==> src/rtl/dsd_cnt_pkg.sv <==
// Shared definitions for the dsd counter family (up and down counters).
// Contents: default counter width, all-ones helper, default-width count type.
package dsd_cnt_pkg;

  localparam int unsigned CNT_WIDTH_DEF = 4;

  // Default-width count value.
  typedef logic [CNT_WIDTH_DEF-1:0] cnt_t;

  // Largest value representable in 'width' bits (2^width - 1).
  function automatic logic [31:0] cnt_max(input int unsigned width);
    return (32'd1 << width) - 32'd1;
  endfunction

endpackage : dsd_cnt_pkg

==> src/rtl/bin_down_counter.sv <==
// WIDTH-bit synchronous binary down counter with enable, parallel load,
// combinational zero flag and a one-cycle registered borrow on underflow.
//
// Ports:
//   clk    in   rising-edge clock
//   reset  in   synchronous active-high reset (count <= INIT, borrow <= 0)
//   en     in   decrement enable
//   load   in   parallel load strobe (priority over en)
//   din    in   WIDTH-bit load value
//   count  out  registered counter value
//   zero   out  combinational, count == 0
//   borrow out  registered, high for one cycle after an underflow
//
// Build option: define DOWNCNT_RELOAD_EN to add a reload register written by
// every load; underflow then restarts from the reload value instead of
// all ones, giving a programmable modulus of reload+1.
module bin_down_counter
  import dsd_cnt_pkg::*;
#(
  parameter int unsigned       WIDTH = CNT_WIDTH_DEF,
  parameter logic [WIDTH-1:0]  INIT  = WIDTH'(cnt_max(WIDTH))
) (
  input  logic             clk,
  input  logic             reset,
  input  logic             en,
  input  logic             load,
  input  logic [WIDTH-1:0] din,
  output logic [WIDTH-1:0] count,
  output logic             zero,
  output logic             borrow
);

  localparam logic [WIDTH-1:0] CNT_ALL_ONES = WIDTH'(cnt_max(WIDTH));

  logic [WIDTH-1:0] count_q, count_d;
  logic             borrow_q, borrow_d;
  logic [WIDTH-1:0] wrap_val;

`ifdef DOWNCNT_RELOAD_EN
  logic [WIDTH-1:0] reload_q, reload_d;

  // Underflow restarts from the last loaded value.
  assign wrap_val = reload_q;
`else
  assign wrap_val = CNT_ALL_ONES;
`endif

  // Next-state: load > decrement/underflow > hold; borrow only on underflow.
  always_comb begin
    count_d  = count_q;
    borrow_d = 1'b0;
`ifdef DOWNCNT_RELOAD_EN
    reload_d = reload_q;
`endif
    if (load) begin
      count_d  = din;
`ifdef DOWNCNT_RELOAD_EN
      reload_d = din;
`endif
    end else if (en) begin
      if (count_q == '0) begin
        count_d  = wrap_val;
        borrow_d = 1'b1;
      end else begin
        count_d  = count_q - WIDTH'(1);
      end
    end
  end

  // State registers with synchronous reset.
  always_ff @(posedge clk) begin
    if (reset) begin
      count_q  <= INIT;
      borrow_q <= 1'b0;
`ifdef DOWNCNT_RELOAD_EN
      reload_q <= INIT;
`endif
    end else begin
      count_q  <= count_d;
      borrow_q <= borrow_d;
`ifdef DOWNCNT_RELOAD_EN
      reload_q <= reload_d;
`endif
    end
  end

  assign count  = count_q;
  assign borrow = borrow_q;
  assign zero   = (count_q == '0);

endmodule : bin_down_counter

==> config.mk <==
export PLATFORM = sky130hd
export DESIGN_NAME = bin_down_counter
export DESIGN_NICKNAME = d
export VERILOG_FILES = /design/src/rtl/dsd_cnt_pkg.sv /design/src/rtl/bin_down_counter.sv
export SDC_FILE = /design/constraint.sdc
export NUM_CORES = 1
export LEC_CHECK = 0
export CAP_MARGIN = 20
export CORE_AREA = 4 4 41 43
export DETAILED_ROUTE_END_ITERATION = 7
export DIE_AREA = 0 0 45 47
export GPL_TIMING_DRIVEN = 1
export HOLD_SLACK_MARGIN = 0.12
export SETUP_SLACK_MARGIN = 0.05
export SLEW_MARGIN = 20
export SYNTH_ARGS = -nofsm -noshare
export SYNTH_HDL_FRONTEND = slang
export SYNTH_SLANG_ARGS = --single-unit
==> constraint.sdc <==
create_clock -name clk -period 1.55 [get_ports clk]
set_input_delay 0.31 -clock clk [delete_from_list [all_inputs] [get_ports clk]]
set_output_delay 0.31 -clock clk [all_outputs]
set_load 0.05 [all_outputs]
# Word level (Yosys, flattened, before mapping)
# Cells that the tools add are included.
# totals
ff_bits	5
inputBits	8
output_inout_bits	6
wordCells	11
# op_classes
addsub	1
muxes	4
bitwise_logic	1
n_reduce_logical	3
# op_table
op	n
$mux 4	3
$logic_not 4->1	1
$sub 4x1->4 const B	1
$reduce_or 3->1	1
$reduce_bool 2->1	1
$mux 1	1
$not 1->1	1

# Logic depth before layout (Yosys ltp)
# depth
depth_word	4
depth_mapped	5
ltp_nobuf	5

# Worst setup path before layout
# Ideal clock, no wire load.
# synth_path
kind	register to register
startpoint	register count_q[0] (netlist: count[0])
endpoint	register borrow_q (netlist: borrow)
setup_ns	0.066
t_arrival_ns	2.285
t_required_ns	1.484
slack_ns	-0.801
stages_incl_launch_ff	5
n_path_buf	0
period_less_slack_ns	2.351
path_cell_list	dfxtp_1 inv_1 ha_1 nor3b_1 and3_1
# synth_via
elab_chain_cells	2
# synth_lines
element	line_no	source
from (decl)	bin_down_counter.sv:35	logic [WIDTH-1:0] count_q, count_d;
from (signal assigned)	bin_down_counter.sv:79	count_q <= count_d;
$logic_not 4->1	--	
named net zero	bin_down_counter.sv:29	output logic zero,
$mux 1	bin_down_counter.sv:61	if (count_q == '0) begin
to (signal assigned)	bin_down_counter.sv:80	borrow_q <= borrow_d;
to (decl)	bin_down_counter.sv:36	logic borrow_q, borrow_d;
# The timed path passes the listed nets, and every way through them passes these cells.
# A chain may end at the register's enable or synchronous reset.

# Final worst setup path
# layout_path
startpoint	register count_q[0] (netlist: count[0])
endpoint	output port zero
# layout_via
elab_chain_cells	1
# layout_lines
element	line_no	source
$logic_not 4->1	bin_down_counter.sv:89	assign zero = (count_q == '0);
to (decl)	bin_down_counter.sv:29	
# No other way between the ends.

==> impl_metrics.json <==
{
  "timing.final.max_slew_violations": 0,
  "synth.cell_area_um2": 268,
  "dpl.hpwl_um": 489,
  "status": "completed",
  "min_delay_path_depth": 2,
  "critical_path_startpoint_category": "flip-flop",
  "worstReg2RegEnd": "count[2]",
  "rr_startpoint": "count[0]",
  "clock_latency_ns": 0.24,
  "gp_congestion": 0.681,
  "area.growth.synth_to_final_pct": 109,
  "netlist_top_cells_area": "dfxtp_1 (37%), o41ai_2 (6.1%), nor2_1 (5.6%), and3_1 (4.7%), ha_1 (4.7%)",
  "area_taken_by_multi_input_logic_gates_um2": 179,
  "reg2regPathDepth": 7,
  "cts.sink_count": 5,
  "finalCoreUtilization_pct": 43.0,
  "drt-total-wl_um": 680,
  "detailedRoute.firstIterationViolations": 1,
  "synth_largest_area_cell": "dfxtp_1",
  "timing.hold.worst_endpoint": "count[3]",
  "yosysTopAreaCellShare_pct": 37.4,
  "maximum_number_of_pins_on_one_net_before_global_route_repair": 9,
  "met2_grt_util_pct": 11.9,
  "syn_nets": 39,
  "avgRoutedWirePerCell_um": 10.3,
  "clock_power_share_pct": 35.0,
  "switchingPower_uw": 133,
  "netSwitchingFraction_pct": 29.9,
  "clock_period_minus_final_worst_setup_slack_ns": 1.47,
  "floorplan.die.height_um": 47,
  "detail_route.drc_violations": 0,
  "max_slew.worst_pin.slew_ns": 0.305,
  "tritoncts.num_buffers": 3,
  "timing_worst_setup_path_type": "flip-flop to output pin",
  "insertedDiodeCount": 0,
  "pin_count": 14,
  "rsz0062_at_grt": "true",
  "p_comb_share_pct": 31.1,
  "n_fill_cell": 138,
  "layout.area.seq_um2": 108,
  "synth-seq-cells": 5,
  "postSynthAreaPerCell_um2": 8.93,
  "clock_slew_seen_by_the_registers_of_the_worst_setup_and_hold_paths_ns": 0.05,
  "ff2ff_setup_slack_ns": 0.29,
  "fp-row-count": 13,
  "yosysMostFrequentCell": "dfxtp_1",
  "floorplan.die.width_um": 45,
  "synth.cells.most_frequent": "dfxtp_1 (5), nor2_1 (4), a21oi_1 (2), and3_1 (2), inv_1 (2)",
  "cp.arrival_ns": 1.16,
  "detailedRoute.firstPassIterationCount": 4,
  "yosys.cell_types.count": 20,
  "ys_seq_area_share_pct": 37.4,
  "cellLeakagePower_uw": 0.000258,
  "slew_headroom_pct": 79.6,
  "clockRootBuffer": "clkbuf_4",
  "io_buffer_count": 13,
  "dr_total_vias": 286,
  "floorplan.initialDensity_pct": 20.6,
  "crit_required_ns": 1.24,
  "worst-path-max-fanout": 2,
  "postRouteAntennaNets": 0,
  "drive_above_1_share_pct": 43.1,
  "grt.met3_usage_pct": 6.90,
  "critPathCaptureType": "output pin",
  "grt_overflow_total": 0,
  "power.internal_uw": 311,
  "yosys_warnings": 0,
  "fmaxAchievable_mhz": 680,
  "tritoncts_clock_tree": "done",
  "total_number_of_h_tree_levels": 1,
  "grt_pass1_wl_um": 1100,
  "syn_inst": 30,
  "synth-main-ff-cell": "dfxtp_1",
  "vdd.ir_drop.worst_mv": 0.431,
  "hold_class": "flip-flop to flip-flop",
  "top_usage_layer": "met2",
  "cts_hold_buffers": 0,
  "global_route.usage.total_pct": 8.23,
  "async_reset_ff_share_pct": 0,
  "final_net_count": 61,
  "drv.max_cap_violation_count": 0,
  "globalRouteMet1Util_pct": 7.99,
  "pwr_density_cell_mw_per_mm2": 793,
  "finalSetupViolCount": 0,
  "coreArea_mm2": 0.00130,
  "finalSetupTns_ns": 0,
  "post_drt_via_cell_ratio": 4.33,
  "clock-skew-final_ns": 0.00512,
  "grt_antenna_before_repair": 0,
  "report.power.total_uw": 443,
  "worstHoldStart": "count[3]",
  "total_count_of_hold_check_failures_in_the_final_report": 0,
  "timing.final.crit_share_pct": 94.9,
  "clock_tree.buffer_depth": 2,
  "synth_enable_flop_cells": 0,
  "die_area_mm2": 0.00212,
  "first_global_vias": 272,
  "proportion_of_power_drawn_by_flip_flops_and_latches_pct": 33.8
}
==> cell type report <==
cell class	count	share of cell area [%]
Timing Repair Buffer	18	38.5
Multi-Input combinational cell	22	32.0
Sequential cell	5	19.2
Clock buffer	4	4.70
Tap cell	15	3.36
Inverter	2	2.24
==> through the flow <==
stage	std cells	cell area [um^2]	hold WS [ns]	setup slack (ns)
2_1_floorplan	30	284	0.403	0.0556
5_1_grt	66	559	0.657	0.0272
3_5_place_dp	58	483	0.651	0.131
6_report	66	559	0.648	0.0793
3_3_place_gp	58	483	0.642	0.136
4_1_cts	65	547	0.656	0.0723
==> sequential cells by signal, indices dropped and copies added, names as in the netlist <==
| name | flops |
|---|---|
| count | 4 |
| borrow | 1 |
==> worst max path at each step <==
stage | startpoint | to | slack [ns]
after floorplan | count[1] | zero | 0.06
after detailed placement | en | count[1] | 0.13
after global routing | count[0] | zero | 0.03
after CTS | count[1] | zero | 0.07
final | count[0] | zero | 0.08
after global placement | en | count[1] | 0.14
==> layout by cell type (no fill, tap or decap), types with 2 or more instances in the layout <==
master,Yosys,final
a21oi_1,2,2
and3_1,2,2
buf_12,0,5
buf_4,0,6
clkbuf_4,0,3
clkdlybuf4s50_1,0,7
dfxtp_1,5,3
dfxtp_4,0,2
inv_4,0,2
nor2_1,4,4
==> logic make-up after synthesis <==
| group | after synthesis | share of synthesized area [%] |
|---|---|---|
| compound gates | 7 | 22.0 |
| flops | 5 | 37.4 |
| buf+inv | 3 | 4.67 |
| simple gates | 12 | 24.3 |
| fa+ha+maj | 1 | 4.67 |
| mux | 1 | 3.74 |
| xor+xnor | 1 | 3.27 |
==> power groups by stage <==
stage               combinational (uW)  clock, uW  sequential [uW]
floorplan                         31.7          0              179
finish                             138        155              150
detailed placement                 119          0              156
CTS                                137        162              149
global placement                   119          0              156
global route                       148        174              152
==> routing by layer <==
layer / up-vias / share of wire [%]
li1: 149 / -
met1: 122 / 44
met2: 13 / 43
met3: 2 / 11
met4: 0 / 1.8
met5: - / 0
==> worst max-delay path, stage by stage (launching register included) <==
cell and delay (ns):
dfxtp_4 0.35, inv_4 0.05, ha_4 0.13, nor3b_4 0.22, buf_12 0.17
==> repair_timing <==
action,4_1_cts,5_1_grt
endpoints found under the setup margin,1,1
gates resized for setup,5,2
buffers inserted,3,1
gates cloned,0,0
pin swaps,1,1
No activity file was read; power rests on OpenSTA's default activity.
